**config.mk**
```make
export PLATFORM = sky130hd
export DESIGN_NAME = risc_trace_fifo
export DESIGN_NICKNAME = d
export VERILOG_FILES = /design/src/rtl/risc_trace_fifo.sv
export SDC_FILE = /design/constraint.sdc
export NUM_CORES = 1
export LEC_CHECK = 0
export ABC_AREA = 1
export BUFFER_PORTS_ARGS = -buffer_cell sky130_fd_sc_hd__buf_2
export CORE_AREA = 2 2 339 274
export CTS_CLUSTER_SIZE = 40
export DETAILED_ROUTE_END_ITERATION = 8
export DIE_AREA = 0 0 341 276
export PLACE_DENSITY = 0.7
export SLEW_MARGIN = 20
export SYNTH_ARGS = -nofsm -noshare
export SYNTH_HDL_FRONTEND = slang
export SYNTH_SLANG_ARGS = --single-unit
```
**constraint.sdc**
```tcl
create_clock -name CLK -period 5.9 [get_ports CLK]
set_clock_uncertainty 0.15 [all_clocks]
set_input_delay 1.18 -clock CLK [delete_from_list [all_inputs] [get_ports CLK]]
set_output_delay 1.18 -clock CLK [all_outputs]
set_load 0.03 [all_outputs]
```
**src/rtl/risc_trace_fifo.sv**
```systemverilog
// risc_trace_fifo: records one (PC, result) pair per retired instruction of the
// RISC core by watching for PC changes. Pairs are queued in a first-word-fall-
// through FIFO and drained over a valid/ready port. Entries arriving while the
// FIFO is full are dropped and counted.
module risc_trace_fifo #(
    parameter int ADDR_W = 4,
    parameter int PC_W   = 32,
    parameter int DATA_W = 32,
    parameter int DROP_W = 16
) (
    input  logic              CLK,
    input  logic              RST,
    input  logic [PC_W-1:0]   core_pc,
    input  logic [DATA_W-1:0] core_res,
    input  logic              trace_en,
    output logic              out_valid,
    input  logic              out_ready,
    output logic [PC_W-1:0]   out_pc,
    output logic [DATA_W-1:0] out_res,
    output logic [ADDR_W:0]   count,
    output logic              overflow,
    output logic [DROP_W-1:0] drop_cnt
);

    localparam int              DEPTH    = 1 << ADDR_W;
    localparam logic [ADDR_W:0] CNT_FULL = (ADDR_W + 1)'(DEPTH);
    localparam logic [ADDR_W:0] CNT_ONE  = (ADDR_W + 1)'(1);
    localparam logic [ADDR_W-1:0] PTR_ONE = ADDR_W'(1);
    localparam logic [DROP_W-1:0] DROP_ONE = DROP_W'(1);

    logic [PC_W-1:0]   mem_pc_q  [DEPTH];
    logic [DATA_W-1:0] mem_res_q [DEPTH];

    logic [PC_W-1:0]   last_pc_q,  last_pc_d;
    logic              primed_q,   primed_d;
    logic [ADDR_W-1:0] wr_ptr_q,   wr_ptr_d;
    logic [ADDR_W-1:0] rd_ptr_q,   rd_ptr_d;
    logic [ADDR_W:0]   count_q,    count_d;
    logic              overflow_q, overflow_d;
    logic [DROP_W-1:0] drop_cnt_q, drop_cnt_d;

    logic cap;
    logic full;
    logic pop;
    logic push;
    logic drop;

    // Capture/push/pop decisions and next-state for pointers, count and drop stats
    always_comb begin
        last_pc_d  = core_pc;
        primed_d   = 1'b1;
        wr_ptr_d   = wr_ptr_q;
        rd_ptr_d   = rd_ptr_q;
        count_d    = count_q;
        overflow_d = overflow_q;
        drop_cnt_d = drop_cnt_q;

        // The first enabled cycle after reset captures regardless of last_pc,
        // so a PC equal to the pre-reset one is still recorded.
        cap  = trace_en & (~primed_q | (core_pc != last_pc_q));
        full = (count_q == CNT_FULL);
        pop  = out_valid & out_ready;
        // When full, a simultaneous pop frees the slot being written.
        push = cap & (~full | pop);
        drop = cap & full & ~pop;

        if (push) begin
            wr_ptr_d = wr_ptr_q + PTR_ONE;
        end
        if (pop) begin
            rd_ptr_d = rd_ptr_q + PTR_ONE;
        end
        if (push && !pop) begin
            count_d = count_q + CNT_ONE;
        end else if (pop && !push) begin
            count_d = count_q - CNT_ONE;
        end
        if (drop) begin
            overflow_d = 1'b1;
            if (drop_cnt_q != '1) begin
                drop_cnt_d = drop_cnt_q + DROP_ONE;
            end
        end
    end

    // Control state register with synchronous active-low reset
    always_ff @(posedge CLK) begin
        if (!RST) begin
            last_pc_q  <= '0;
            primed_q   <= 1'b0;
            wr_ptr_q   <= '0;
            rd_ptr_q   <= '0;
            count_q    <= '0;
            overflow_q <= 1'b0;
            drop_cnt_q <= '0;
        end else begin
            last_pc_q  <= last_pc_d;
            primed_q   <= primed_d;
            wr_ptr_q   <= wr_ptr_d;
            rd_ptr_q   <= rd_ptr_d;
            count_q    <= count_d;
            overflow_q <= overflow_d;
            drop_cnt_q <= drop_cnt_d;
        end
    end

    // Storage array: written at wr_ptr on push; contents need no reset
    always_ff @(posedge CLK) begin
        if (push) begin
            mem_pc_q[wr_ptr_q]  <= core_pc;
            mem_res_q[wr_ptr_q] <= core_res;
        end
    end

    assign out_valid = (count_q != '0);
    assign out_pc    = mem_pc_q[rd_ptr_q];
    assign out_res   = mem_res_q[rd_ptr_q];
    assign count     = count_q;
    assign overflow  = overflow_q;
    assign drop_cnt  = drop_cnt_q;

endmodule

```
## Word-level counts from Yosys, hierarchy flattened

Memories as Yosys holds them, arrays and structs flattened. A register that Yosys moved wholly into a read port is not among the register bits.
Index checks and enable logic that the tools add are counted.

- $add $sub $neg: 5
- Equality and inequality tests: 3
- Muxes and demuxes: 9
- Bitwise operators: 10
- Reductions and logical operators: 7

Operator list:

| operator | number |
|---|---|
| inequality test 32 bit | 1 |
| adder 16 x 1 -> 16 bit, second input constant | 1 |
| 2-to-1 mux 4 bit | 4 |
| inequality test 16 bit, second input constant | 1 |
| 2-to-1 mux 5 bit | 2 |
| adder 4 x 1 -> 4 bit, second input constant | 2 |
| adder 5 x 1 -> 5 bit, second input constant | 1 |
| AND 1 bit | 5 |
| equality test 5 bit, second input constant | 1 |
| nonzero test 5 bit | 1 |
| subtractor 5 x 1 -> 5 bit, second input constant | 1 |
| 2-to-1 mux 1 bit | 3 |
| inverter 1 bit | 3 |
| logical AND 1 bit | 2 |
| zero test 1 bit | 2 |
| OR 1 bit | 2 |
| AND reduction 2 bit | 1 |
| nonzero test 2 bit | 1 |

- Flip-flop bits (word level): 63
- Bits in writable memories: 1024
- Input port bits: 68
- Output and inout port bits: 87
- Logic and storage cells: 43
- Memories kept: 2

Memory list:

| memory | words | bits a word | rd ports | clocked after Yosys merged registers in | wr ports | line | source |
|---|---|---|---|---|---|---|---|
| mem_pc_q | 16 | 32 | 1 | 1 | 1 | 31 | `logic [PC_W-1:0] mem_pc_q [DEPTH];` |
| mem_res_q | 16 | 32 | 1 | 1 | 1 | 32 | `logic [DATA_W-1:0] mem_res_q [DEPTH];` |

## Logic depth before layout (Yosys ltp)

- Word-level depth: 8
- Mapped depth: 21
- Gate-level depth less buffers: 21

## Worst setup path after synthesis

Ideal clock, no wire load.

- Kind: input to register
- Start point: in core_pc[1]
- End point: mem mem_pc_q[0][0], enable pin
- Setup time: 0.486 ns
- Data arrival time: 4.755 ns
- Path slack: 0.509 ns
- Cell stages on the path: 11
- Buffers on the path: 0
- Cells stage by stage: o21ai_0 > nor2_1 > nand2_1 > nor2_1 > nand2_1 > inv_1 > nand2_1 > nand2_1 > nor2_4 > nand2_1 > nor2_1

- Longest elaborated chain between the ends: 6

Ends and longest elaborated chain:

| what | line | source |
|---|---|---|
| start, declared | 13 | `input logic [PC_W-1:0] core_pc,` |
| inequality test 32 bit | 60 | `cap = trace_en & (~primed_q \| (core_pc != last_pc_q));` |
| OR 1 bit | 60 |  |
| AND 1 bit | 60 |  |
| AND 1 bit | 64 | `push = cap & (~full \| pop);` |
| via push | 45 | `logic push;` |
| 2-to-1 mux 1 bit | 109 | `if (push) begin` |
| 2-to-1 mux 1 bit (implied by the code) | 110 | `mem_pc_q[wr_ptr_q] <= core_pc;` |
| end, declared | 31 |  |

The timed path passes the listed nets, and every way through them passes these cells.

==> reports/qor.csv <==
metric;value;unit
outcome;finished clean;
synthFlopType;edfxtp_1;
place_hpwl;54.2;mm
cp-start-kind;flop;
grt_overflow;0;
fin_crit_sh;0.755;
maxSlewHeadroom;0.249;
ys_warn_count;0;
cts_setup_buffers;0;
switching_share;0.298;
cellPowerDensity;393;nW/um^2
dieArea;94100;sq um
cts_tree;built;
clk_pin_slew;0.06;ns
syn2layout_area_growth;12.6;%
synthArstFlopShare;0;
cp_max_fo;105;
ys_seq_area_frac;0.728;
yosys.area.top_type_share;0.698;
synth-edff-count;1024;
via_per_inst;5.57;
synth_cell_types;35;
synthTopCellsByCount;edfxtp_1, inv_1, o21ai_0;
total_power;19.5;mW
clockBufferDepth;3;
htreeDepth;3;
cts-root-buf;clkbuf_16;
grt_usage;0.212;
grt_max_degree;154;
clockPowerShare;0.338;
final_area;49600;sq um
yosysMostFrequentCell;edfxtp_1;
cap_violations;0;
first_global_vias;24800;
vias;25900;
placed_area;46200;sq um
coreArea;90500;sq um
finalHoldViolations;0;
postCtsHoldBufs;0;
worstSetupPathType;reg2out;
cts_sinks;1091;
end_kind;output port;
drt_iter0_drc;2569;
drive_above_1_share;0.117;
synthCells;3221;
hold_class;reg2reg;
die_width;341;um
p_leak;17.4;nW
clk-insertion-delay-late;0.68;ns
ant_nets;0;
syn_area_per_cell;13.7;sq um
netlist_area;44100;sq um
nets;3428;
post_cts_resized;0;
p_int;13.7;mW
synth_nets;3300;
yosys-top-cells-area;edfxtp_1, mux2i_1, o211ai_1;
critPathRequiredTime;4.57;ns
period_needed;4.45;ns
comb_power_share;0.215;
seq_power_share;0.448;
portBuffers;154;
ios;155;
dr.pass1.iters;6;
wl_per_cell;21.7;um
die_h;276;um
fillers;7211;
critPathArrivalTime;3.12;ns
setup_tns;0;ns
cts_buffers;106;
rows;99;
setup-violations-final;0;
peakVddDrop;306;uV
switchingPower;5.81;mW
grt_pass1_wl;152;mm
start_util;0.487;
maxSlewViolCount;0;
worst_pin_slew;1.13;ns
timing.fmax;225;MHz
yosysTopAreaCell;edfxtp_1;
synth_seq_cells;1091;
drc;0;
wl;101;mm
rsz0062_at_grt;false;
place.gp.congestion;0.773;
antenna_found_initial;16;
-- power groups by stage --
stage	sequential, mW	combinational, mW	clock [mW]
detailed placement	8.90	4.22	0
CTS	8.74	4.24	6.70
finish	8.74	4.19	6.59
global placement	8.90	4.17	0
global route	8.75	4.60	7.02
floorplan	8.87	3.01	0
-- worst max-delay path, stage by stage (launching register included) --
cell	delay [ns]
dfxtp_4	0.84
buf_12	0.44
a21oi_1	0.14
o21ai_0	0.14
o21ai_0	0.14
o211ai_1	0.30
nand2_1	0.12
buf_2	0.20
-- sequential cells by signal (all words and copies together), names as in the netlist, named ones only --
name	flops
drop_cnt	16
last_pc_q	32
mem_res_q	512
wr_ptr_q	4
overflow	1
primed_q	1
mem_pc_q	512
count	5
rd_ptr_q	4
-- path summary, 6_finish.rpt --
path	from	end	slack, ns	cells past startpoint
max	flop	out_res[17]	1.45	7
max reg2reg	last_pc_q[26]$_SDFF_PN0_	count[4]$_SDFFE_PN0P_	2.56	21
min	drop_cnt[15]$_SDFFE_PN0P_	drop_cnt[15]$_SDFFE_PN0P_	0.34	2
min reg2reg	drop_cnt[15]$_SDFFE_PN0P_	drop_cnt[15]$_SDFFE_PN0P_	0.34	2
-- logic make-up after synthesis --
logic type,share of synthesized area
mux,0.0582
flops,0.728
simple gates,0.0412
fa+ha+maj,0.00329
compound gates,0.112
xor+xnor,0.00398
buf+inv,0.0527
-- cell usage in the layout, fill, tap and decap left out, drive strengths merged, types with 2 or more instances in the layout --
cell type	n
clkinv	43
xor2	14
dfxtp	67
edfxtp	1024
a21oi	281
clkbuf	141
bufinv	7
inv	375
o211ai	256
nand4	21
o21ai	315
ha	10
nand3	89
mux2i	256
xnor2	6
nor2	69
clkinvlp	3
nand2	233
buf	214
a21o	2
nor3	6
-- metal layers --
layer	GRT usage	wire, um	share of wire	up-vias
met4	0.0576	2180	0.022	16
li1	-	-	-	12100
met1	0.301	43600	0.43	12700
met5	0	95	0.00094	-
met2	0.334	47500	0.47	887
met3	0.0407	7740	0.077	175
-- per-stage QoR --
stage | cells | setup slack (ns) | utilization | hold WS, ns
floorplan | 3221 | 0.509 | - | 0.314
global placement | 4453 | 1.41 | 0.511 | 0.316
detailed placement | 4453 | 1.31 | 0.511 | 0.326
CTS | 4650 | 1.42 | 0.548 | 0.336
global route | 4650 | 1.29 | 0.548 | 0.361
finish | 4651 | 1.45 | 0.548 | 0.335
-- cell type report --
cell class                 count  area [sq um]  area share
sequential                  1091         32100       0.647
multi-input combinational   1564          9770       0.197
clock buffer                 141          2900      0.0584
tap                         1212          1520      0.0306
timing repair buffer         214          1430      0.0289
inverter                     372          1410      0.0284
clock inverter                56           497      0.0100
antenna                        1          2.50   0.0000504
No activity file was read; power rests on OpenSTA's default activity.
